==> src/rtl/alu_arbiter.sv <==
// alu_arbiter: round-robin arbiter that shares one external ALU between two
// requesters. Each accepted operation is held on the ALU for ALU_LAT cycles,
// its result and flags are captured, and the result is handed back to the
// owning requester over a valid/ready response channel.
module alu_arbiter #(
  parameter int unsigned ALU_LAT = 1  // 1..15
) (
  input  logic        clk,
  input  logic        rst,
  // requester 0
  input  logic        req0_valid,
  input  logic [31:0] req0_a,
  input  logic [31:0] req0_b,
  input  logic [3:0]  req0_func,
  output logic        req0_ready,
  output logic        resp0_valid,
  output logic [31:0] resp0_res,
  output logic [2:0]  resp0_flags,
  input  logic        resp0_ready,
  // requester 1
  input  logic        req1_valid,
  input  logic [31:0] req1_a,
  input  logic [31:0] req1_b,
  input  logic [3:0]  req1_func,
  output logic        req1_ready,
  output logic        resp1_valid,
  output logic [31:0] resp1_res,
  output logic [2:0]  resp1_flags,
  input  logic        resp1_ready,
  // shared ALU
  output logic [31:0] alu_a,
  output logic [31:0] alu_b,
  output logic [3:0]  alu_func,
  input  logic [31:0] alu_res,
  input  logic        alu_zero,
  input  logic        alu_sign,
  input  logic        alu_over,
  // status
  output logic        busy,
  output logic        last_grant
);

  typedef enum logic [1:0] {
    IDLE = 2'd0,
    EXEC = 2'd1,
    RESP = 2'd2
  } state_t;

  state_t             state_q;
  logic               owner_q;
  logic               last_grant_q;
  logic [3:0]         cnt_q;
  logic [31:0]        op_a_q;
  logic [31:0]        op_b_q;
  logic [3:0]         op_func_q;
  logic [1:0]         resp_valid_q;
  logic [1:0][31:0]   resp_res_q;
  logic [1:0][2:0]    resp_flags_q;

  logic [1:0]         resp_ready;
  logic [1:0]         grant;
  logic               sel_idx;
  logic               sel_any;
  logic [31:0]        sel_a;
  logic [31:0]        sel_b;
  logic [3:0]         sel_func;

  assign resp_ready = {resp1_ready, resp0_ready};

  // Pick the requester to serve: a lone valid wins, a tie alternates away
  // from the last winner. Ready is suppressed while reset is asserted.
  always_comb begin
    sel_any  = req0_valid | req1_valid;
    sel_idx  = (req0_valid & req1_valid) ? ~last_grant_q : req1_valid;
    grant    = 2'b00;
    if (!rst && (state_q == IDLE) && sel_any) begin
      grant = sel_idx ? 2'b10 : 2'b01;
    end
    sel_a    = sel_idx ? req1_a    : req0_a;
    sel_b    = sel_idx ? req1_b    : req0_b;
    sel_func = sel_idx ? req1_func : req0_func;
  end

  // Control FSM plus operand, counter and response registers.
  // The counter is loaded with ALU_LAT on accept and the ALU output is
  // captured once it has run down to zero, so the response becomes valid
  // ALU_LAT+1 edges after the accepting edge.
  always_ff @(posedge clk or posedge rst) begin
    if (rst) begin
      state_q      <= IDLE;
      owner_q      <= 1'b0;
      last_grant_q <= 1'b1;
      cnt_q        <= 4'd0;
      op_a_q       <= 32'd0;
      op_b_q       <= 32'd0;
      op_func_q    <= 4'd0;
      resp_valid_q <= 2'b00;
      resp_res_q   <= '0;
      resp_flags_q <= '0;
    end else begin
      unique case (state_q)
        IDLE: begin
          if (|grant) begin
            op_a_q       <= sel_a;
            op_b_q       <= sel_b;
            op_func_q    <= sel_func;
            owner_q      <= sel_idx;
            last_grant_q <= sel_idx;
            cnt_q        <= 4'(ALU_LAT);
            state_q      <= EXEC;
          end
        end
        EXEC: begin
          if (cnt_q == 4'd0) begin
            resp_res_q[owner_q]   <= alu_res;
            resp_flags_q[owner_q] <= {alu_over, alu_sign, alu_zero};
            resp_valid_q[owner_q] <= 1'b1;
            state_q               <= RESP;
          end else begin
            cnt_q <= cnt_q - 4'd1;
          end
        end
        RESP: begin
          // only the owner's ready completes the handshake
          if (resp_ready[owner_q]) begin
            resp_valid_q <= 2'b00;
            state_q      <= IDLE;
          end
        end
        default: state_q <= IDLE;
      endcase
    end
  end

  assign req0_ready  = grant[0];
  assign req1_ready  = grant[1];
  assign resp0_valid = resp_valid_q[0];
  assign resp1_valid = resp_valid_q[1];
  assign resp0_res   = resp_res_q[0];
  assign resp1_res   = resp_res_q[1];
  assign resp0_flags = resp_flags_q[0];
  assign resp1_flags = resp_flags_q[1];
  assign alu_a       = op_a_q;
  assign alu_b       = op_b_q;
  assign alu_func    = op_func_q;
  assign busy        = (state_q != IDLE);
  assign last_grant  = last_grant_q;

endmodule

==> config.mk <==
export PLATFORM = sky130hd
export DESIGN_NAME = alu_arbiter
export DESIGN_NICKNAME = d
export VERILOG_FILES = /design/src/rtl/alu_arbiter.sv
export SDC_FILE = /design/constraint.sdc
export NUM_CORES = 1
export LEC_CHECK = 0
export ABC_CLOCK_PERIOD_IN_PS = 5000
export CAP_MARGIN = 20
export CELL_PAD_IN_SITES_DETAIL_PLACEMENT = 0
export CELL_PAD_IN_SITES_GLOBAL_PLACEMENT = 1
export CORE_MARGIN = 2
export CORE_UTILIZATION = 28
export CTS_BUF_LIST = sky130_fd_sc_hd__clkbuf_8 sky130_fd_sc_hd__clkbuf_16
export DETAILED_ROUTE_END_ITERATION = 8
export PLACE_DENSITY_LB_ADDON = 0.1
export SYNTH_ARGS = -nofsm -noshare
export SYNTH_HDL_FRONTEND = slang
export SYNTH_SLANG_ARGS = --single-unit
==> constraint.sdc <==
create_clock -name clk -period 5 [get_ports clk]
set_input_delay 0.75 -clock clk [delete_from_list [all_inputs] [get_ports clk]]
set_output_delay 0.75 -clock clk [all_outputs]
set_load 0.01 [all_outputs]
# --- After elaboration in Yosys (flattened, before gate mapping) ---
# Index checks and enable logic that the tools add are counted.
op_classes:
  n_shift: 0
  order_cmp: 2
  muxes: 25
  n_reduce_logical: 15
  n_addsub: 1
  bitwise_logic: 4
  mul: 0
  div_mod_pow: 0
  eq_ne: 6
ops:
  columns: ["cell", "count"]
  rows:
  - ["two-way mux 32 bit", 3]
  - ["bitwise mux 64 bit", 1]
  - ["demux 32 bit (select 1 bit)", 1]
  - ["two-way mux 2 bit", 6]
  - ["two-way mux 4 bit", 3]
  - ["AND reduction 3 bit", 3]
  - ["case mux 4 bit (2 select lines)", 1]
  - ["bitwise mux 6 bit", 1]
  - ["inequality test 2 bit, second input constant", 3]
  - ["case mux 2 bit (3 select lines)", 1]
  - ["nonzero test 2 bit", 3]
  - ["logical NOT 4 bit", 1]
  - ["two-way mux 1 bit", 4]
  - ["case mux 2 bit (2 select lines)", 1]
  - ["AND reduction 2 bit", 2]
  - ["subtractor 4 x 1 -> 4 bit, second input constant", 1]
  - ["demux 3 bit (select 1 bit)", 1]
  - ["logical AND 1 bit", 3]
  - ["two-way mux 3 bit", 1]
  - ["== test 2 x 1 -> 1 bit, second input constant", 1]
  - ["== test 2 bit, second input constant", 1]
  - ["logical NOT 2 bit", 1]
  - ["less-than comparator 1 x 2 -> 1 bit, second input constant", 1]
  - ["inequality test 2 x 1 -> 1 bit, second input constant", 1]
  - ["8 further kinds", 8]
totals:
  out_inout_bits: 144
  latchBits: 0
  n_memories: 0
  mem_bits_ro: 0
  register_bits: 148
  ramBits: 0

# --- Depth between registers and ports, before layout ---
# Gate-level depths: netlist of the first run.
depth:
  word_depth: 7
  mapped_depth: 6
  mapped_depth_nobuf: 5

# --- Least setup slack after synthesis of the first run ---
# No wires, ideal clock.
synth_path:
  path_type: "input-to-output"
  start: "input port rst"
  end: "output port req0_ready"
  stages: 4
  required_time_ps: 4250
  setup_slack_ps: 2582
  t_arrival_ps: 1668
  path_cell_list: "nor3_2 > o211a_1 > buf_2 > clkbuf_1"
synth_between:
  elab_chain_cells: 4
synth_lines:
  columns: ["element", "line", "text"]
  rows:
  - ["start, declared", "9", "input logic rst,"]
  - ["logical NOT 1 bit (no line)", null, null]
  - ["logical AND 1 bit (2 in a row)", "76", "if (!rst && (state_q == IDLE) && sel_any) begin"]
  - ["two-way mux 2 bit", "76", null]
  - ["end, declared", "15", "output logic req0_ready,"]
# No other way between the ends.

# --- Final worst setup path of the first run ---
layout_path:
  start: "input port rst"
  end: "output port req1_ready"
layout_between:
  elab_chain_cells: 4
layout_lines:
  columns: ["element", "line", "text"]
  rows:
  - ["logical NOT 1 bit (no line)", null, null]
  - ["logical AND 1 bit (2 in a row)", "76", null]
  - ["two-way mux 2 bit", "76", null]
  - ["end, declared", "25", "output logic req1_ready,"]
# No other way between the ends.

==> results.sh, run 1 <==
export IMPL_cpPeakStageDelay_ns=0.61
export IMPL_antenna_left=0
export IMPL_syn_avg_cell_area_um2=14.4
export IMPL_fin_crit_sh=0.611
export IMPL_dr_pass1_iters=4
export IMPL_multiInputGateArea_mm2=0.00228
export IMPL_hold_viol_final=0
export IMPL_post_cts_setup_buffers=0
export IMPL_tns_ns=0
export IMPL_cts_hold_buf=0
export IMPL_routed_wl_met3_um=1700
export IMPL_fp_coreArea_mm2=0.0218
export IMPL_area_delta_synth_final_pct=65.0
export IMPL_crit_slowest_cell="clkdlybuf4s50_1"
export IMPL_htreeDepth=4
export IMPL_maxCapViolCount=0
export IMPL_end_kind="output port"
export IMPL_drive_gt1_frac=0.110
export IMPL_critical_path_cell_chain="clkdlybuf4s50_1 -> a2111oi_4 -> clkdlybuf4s50_1"
export IMPL_start_kind="input port"
export IMPL_clkPwrFrac=0.205
export IMPL_crit_type="input port to output port"
export IMPL_cts_resized=0
export IMPL_nNetsFinal=921
export IMPL_gp_congestion=0.766
export IMPL_status="finished clean"
export IMPL_fin_crit_ns=3.06
export IMPL_synth_seq_area_share=0.597
export IMPL_synth_largest_area_cell="dfrtp_1"
export IMPL_p_int_w=0.00420
export IMPL_die_area_mm2=0.0234
export IMPL_crit_family="buffers and inverters"
export IMPL_vias_per_cell=4.90
export IMPL_required_ns=4.25
export IMPL_ff_latch_area_mm2=0.00370
export IMPL_routed_wirelength_um=20100
export IMPL_max_clock_path_buffers=2
export IMPL_initial_core_util=0.285
export IMPL_hold_path_class="flip-flop to flip-flop"
export IMPL_cts_num_sinks=148
export IMPL_max_vdd_ir_drop_mv=0.229
export IMPL_die_h_um=153
export IMPL_yosys_warnings=0
export IMPL_ys_flop_type="dfrtp_1"
export IMPL_combPwrFrac=0.454
export IMPL_drc=0
export IMPL_yosysTopAreaCellShare=0.593
export IMPL_rows=54
export IMPL_wl_met1_um=8540
export IMPL_cp_num_buf_inv=2
export IMPL_synth_seq_cells=148
export IMPL_p_switching_w=0.00202
export IMPL_p_leak_nw=4.18
export IMPL_ys_types=35
export IMPL_synth_edff_count=0
export IMPL_n_antenna_cell=0
export IMPL_swShare=0.325
export IMPL_tightest_slew_ns=0.999
export IMPL_die_x_um=153
export IMPL_utilization=0.470
export IMPL_syn_area_mm2=0.00620
export IMPL_post_drt_wl_per_cell_um=19.4
export IMPL_cts_root_buffer="clkbuf_16"
export IMPL_p_per_area_mw_per_mm2=607
export IMPL_drt_iter0_markers=190
export IMPL_grt_pass1_vias=5496
export IMPL_async_flop_share=1.00
export IMPL_clock_latency_ns=0.42
export IMPL_p_seq_frac=0.342
export IMPL_relSlewSlack=0.334
export IMPL_clock_skew_ns=0.0105
export IMPL_syn_inst=431
export IMPL_numCtsBuffers=17
export IMPL_hold_ws_ns=0.483
export IMPL_yosysMostFrequentCell="dfrtp_1"
export IMPL_synth_nets=610
export IMPL_overflow=0
export IMPL_clkTransAtPathRegs_ns=0.06
export IMPL_fillers=1987
export IMPL_port_buffers=320
export IMPL_antenna_found_initial=0
export IMPL_grt_pass1_wl_um=31900
export IMPL_slew_violations=0
export IMPL_synth_area_leaders="dfrtp_1 (59%), a221o_1 (11%), a21boi_0 (8.5%)"
export IMPL_dp_hpwl_um=13900
export IMPL_track_usage=0.174
export IMPL_fmax_mhz=327
export IMPL_grt_start_max_net_pins=96
export IMPL_crit_top_cell="clkdlybuf4s50_1"
export IMPL_cts_tree="yes"
export IMPL_met2RoutedLength_um=9500
export IMPL_cp_max_fo=3
export IMPL_routed_top_layer="met4"
export IMPL_critical_path_arrival_ns=2.31
export IMPL_rsz0062_at_grt="false"
export IMPL_yosys_top_cells_count="dfrtp_1 (147), a21boi_0 (70), a221o_1 (68)"
export IMPL_instances_no_fill=1035
export IMPL_finalSetupViolations=0
export IMPL_dp_cells=1002
export IMPL_pin_count=321
export IMPL_vias=5076
power groups by stage:
stage	clock network [W]	logic, W	registers, W
after CTS	0.00131	0.00285	0.00213
final	0.00127	0.00282	0.00212
after detailed placement	0	0.00285	0.00213
after floorplan	0	0.00102	0.00235
after global routing	0.00137	0.00302	0.00220
after global placement	0	0.00281	0.00212
layout by cell type (no fill, tap or decap), types with 2 or more instances in the layout:
cell | Yosys | final
inv_6 | 0 | 7
dfrtp_1 | 147 | 147
a21boi_0 | 70 | 70
inv_1 | 7 | 6
clkbuf_16 | 0 | 17
ha_1 | 2 | 2
nor2_1 | 4 | 4
clkdlybuf4s50_1 | 0 | 320
clkinvlp_4 | 0 | 3
mux2_2 | 32 | 32
a21o_1 | 2 | 2
buf_4 | 0 | 7
mux2_1 | 39 | 39
inv_8 | 0 | 2
nand2b_1 | 2 | 2
a221o_1 | 68 | 68
final timing paths:
check	cells past startpoint	end	start	slack, ns
worst max-delay path	3	req1_ready	rst	1.94
worst min-delay path	1	resp0_res[14]	resp0_res[14]	0.48
worst max register to register	6	resp1_flags[2]	cnt_q[0]	2.65
worst min register to register	1	resp0_res[14]	resp0_res[14]	0.48
max in group asynchronous	3	resp1_res[9]	rst	2.95
min in group asynchronous	2	alu_a[25]	rst	1.05
stage by stage:
step | total power, W | area, um^2 | setup slack [ns]
after detailed placement | 0.00499 | 9630 | 1.93
after global placement | 0.00493 | 9630 | 2.00
after global routing | 0.00660 | 10200 | 1.90
after floorplan | 0.00338 | 6200 | 0.272
final | 0.00621 | 10200 | 1.94
after CTS | 0.00630 | 10200 | 1.94
sequential cells by signal, indices dropped and copies added (netlist names):
register      cells
alu_a            32
alu_b            32
alu_func          4
cnt_q             4
last_grant        1
owner_q           1
resp0_flags       3
resp0_res        32
resp1_flags       3
resp1_res        32
resp_valid_q      2
state_q           2
routing by layer:
layer / track usage / vias to the layer above
met2: 0.277 / 227
met4: 0.0560 / 0
met5: 0 / -
met1: 0.217 / 2533
li1: - / 2292
met3: 0.0692 / 24
cell families after synthesis:
group | synth area share
compound gates | 0.213
flops | 0.597
mux | 0.130
buf+inv | 0.0363
simple gates | 0.0186
fa+ha+maj | 0.00403
final cells by class:
cell class,count,area share
Multi-Input combinational cell,240,0.223
Clock inverter,14,0.0138
Sequential cell,148,0.362
Tap cell,280,0.0342
Clock buffer,18,0.0429
Inverter,7,0.00306
Timing Repair Buffer,328,0.321
Power figures use the tool's default switching activity.
==> inputs of run 2 (changes only) <==
--- a/config.mk
+++ b/config.mk
@@ -5,7 +5,7 @@
 export SDC_FILE = /design/constraint.sdc
 export NUM_CORES = 1
 export LEC_CHECK = 0
-export ABC_CLOCK_PERIOD_IN_PS = 5000
+export ABC_CLOCK_PERIOD_IN_PS = 2400
 export CAP_MARGIN = 20
 export CELL_PAD_IN_SITES_DETAIL_PLACEMENT = 0
 export CELL_PAD_IN_SITES_GLOBAL_PLACEMENT = 1
==> constraint.sdc (replaced) <==
create_clock -name clk -period 2.4 [get_ports clk]
set_input_delay 0.36 -clock clk [delete_from_list [all_inputs] [get_ports clk]]
set_output_delay 0.36 -clock clk [all_outputs]
set_load 0.01 [all_outputs]
==> run 2 against run 1 <==
Against the previous run:
- non-clock buffer count rose by 6
- sequential share of layout area shrank 0.43 points
- clock skew rose by 0.0030 ns
- sequential power increased by 110%
- die area unchanged
- global-route usage about the same
- worst hold slack better by 0.0029 ns
- register-to-register slack got worse by 2.1 ns
- clock power is 100% higher
- combinational power increased by 110%
- critical path depth grew 1
- final area rose by 1.2%
==> results.sh, run 2 (synthesis results as in run 1) <==
export IMPL_finalSetupViolations=0
export IMPL_reg2regPathDepth=5
export IMPL_total_power_w=0.0130
export IMPL_rows=54
export IMPL_grt_start_max_net_pins=69
export IMPL_met3_usage=0.0584
export IMPL_die_h_um=153
export IMPL_antenna_found_initial=0
export IMPL_n_antenna_cell=0
export IMPL_dp_hpwl_um=14400
export IMPL_grt_met2_usage=0.287
export IMPL_dp_cells=1009
export IMPL_grt_busiest_layer="met2"
export IMPL_ff2ff_setup_slack_ns=0.51
export IMPL_cp_depth=4
export IMPL_vias=5014
export IMPL_cts_num_sinks=148
export IMPL_drt_iter0_markers=176
export IMPL_max_clock_path_buffers=2
export IMPL_clock_skew_ns=0.0135
export IMPL_overflow=0
export IMPL_htreeDepth=4
export IMPL_hold_path_class="flip-flop to flip-flop"
export IMPL_cp_num_buf_inv=2
export IMPL_slew_violations=0
export IMPL_p_per_area_mw_per_mm2=1250
export IMPL_rsz0062_at_grt="false"
export IMPL_dr_pass1_iters=4
export IMPL_vias_per_cell=4.82
export IMPL_critical_path_arrival_ns=1.92
export IMPL_cts_root_buffer="clkbuf_16"
export IMPL_cp_max_fo=5
export IMPL_holdCritStartpoint="resp0_res[13]"
export IMPL_die_area_mm2=0.0234
export IMPL_clkTransAtPathRegs_ns=0.06
export IMPL_grt_pass1_wl_um=31700
export IMPL_crit_family="buffers and inverters"
export IMPL_crit_slowest_cell="clkdlybuf4s50_1"
export IMPL_die_x_um=153
export IMPL_post_drt_wl_per_cell_um=19.4
export IMPL_maxCapViolCount=0
export IMPL_start_kind="flip-flop"
export IMPL_setup_slack_ns=0.118
export IMPL_end_kind="output port"
export IMPL_clock_latency_ns=0.42
export IMPL_fin_crit_ns=2.28
export IMPL_nNetsFinal=927
export IMPL_grt_pass1_vias=5561
export IMPL_crit_type="flip-flop to output port"
export IMPL_worstSetupEndpoint="req0_ready"
export IMPL_pin_count=321
export IMPL_final_common_cell="clkdlybuf4s50_1"
export IMPL_pre_cts_ws_ns=0.162
export IMPL_fin_crit_sh=0.951
export IMPL_initial_core_util=0.285
export IMPL_routed_wirelength_um=20200
export IMPL_required_ns=2.04
export IMPL_port_buffers=320
export IMPL_hold_viol_final=0
export IMPL_fmax_mhz=438
export IMPL_r2r_end="alu_b[16]"
export IMPL_tns_ns=0
export IMPL_tightest_slew_ns=0.503
export IMPL_use_met1=0.217
export IMPL_setup_worst_path_start="state_q[1]"
export IMPL_status="finished clean"
export IMPL_drive_gt1_frac=0.116
export IMPL_gp_congestion=0.748
export IMPL_drc=0
export IMPL_fp_coreArea_mm2=0.0218
export IMPL_instances_no_fill=1041
export IMPL_mostFrequentLayoutCells="clkdlybuf4s50_1 (319), dfrtp_1 (147), a21boi_0 (70)"
export IMPL_cts_tree="yes"
export IMPL_max_vdd_ir_drop_mv=0.441
export IMPL_critical_path_cell_chain="buf_4 -> nor3_4 -> o211a_2 -> clkdlybuf4s50_1"
export IMPL_area_delta_synth_final_pct=67.0
export IMPL_track_usage=0.173
export IMPL_relSlewSlack=0.664
export IMPL_antenna_left=0
export IMPL_r2r_start="state_q[1]"
export IMPL_p_leak_nw=4.24
export IMPL_cpPeakStageDelay_ns=0.54
export IMPL_numCtsBuffers=17
run 2: changes by cell type in the layout (fill, tap and decap cells not counted):
cell             before  now
buf_12                0    9
buf_16                1    0
buf_4                 7    5
clkbuf_8              1    0
clkdlybuf4s50_1     320  319
clkinv_4              1    0
clkinvlp_4            3    5
dlygate4sd2_1         0    1
inv_1                 6    7
inv_6                 7    6
run 2: what timing repair did:
item	in CTS	in global routing
setup buffers	0	0
gates resized for setup	1	0
hold buffers	0	0
setup endpoints to repair	1	0
run 2: metal layers:
layer	part of all wire	vias up
li1	-	2296
met1	0.43	2479
met2	0.48	222
met3	0.080	17
met4	0.011	0
met5	0	-
run 2: where the power goes:
| part | leakage (nW) | internal (W) | switching, W |
|---|---|---|---|
| registers | 1.80 | 0.00373 | 0.000647 |
| clock network | 0.273 | 0.00145 | 0.00112 |
| logic | 2.16 | 0.00361 | 0.00240 |
| total | 4.24 | 0.00879 | 0.00416 |
run 2: worst min path at each step:
stage / slack [ns] / end / depth (start not counted)
floorplan: 0.49 / resp1_flags[0] / 1
CTS: 0.49 / resp0_res[15] / 1
detailed placement: 0.48 / resp0_res[15] / 1
global route: 0.50 / resp0_res[22] / 1
finish: 0.49 / resp0_res[13] / 1
global placement: 0.47 / resp0_res[12] / 1
run 2: area by class of cell:
type | instances | area [um^2]
well taps | 280 | 350
inverters | 7 | 30.0
multi-input cells | 240 | 2280
fillers | 1935 | 11400
flip-flops and latches | 148 | 3700
clock inverters | 15 | 144
repair buffers | 334 | 3420
clock buffers | 17 | 425
run 2: stage by stage:
step / utilization / hold slack [ns] / cell area [um^2]
global placement: 0.450 / 0.467 / 9790
floorplan: - / 0.492 / 6210
global route: 0.476 / 0.503 / 10400
detailed placement: 0.450 / 0.475 / 9790
CTS: 0.476 / 0.489 / 10400
finish: 0.476 / 0.486 / 10400
==> inputs of run 3 (changes only) <==
--- a/config.mk
+++ b/config.mk
@@ -14,6 +14,7 @@
 export CTS_BUF_LIST = sky130_fd_sc_hd__clkbuf_8 sky130_fd_sc_hd__clkbuf_16
 export DETAILED_ROUTE_END_ITERATION = 8
 export PLACE_DENSITY_LB_ADDON = 0.1
+export SLEW_MARGIN = 10
 export SYNTH_ARGS = -nofsm -noshare
 export SYNTH_HDL_FRONTEND = slang
 export SYNTH_SLANG_ARGS = --single-unit
==> results of run 3 <==
No change in the layout: final DEF, timing and power equal those of run 2.
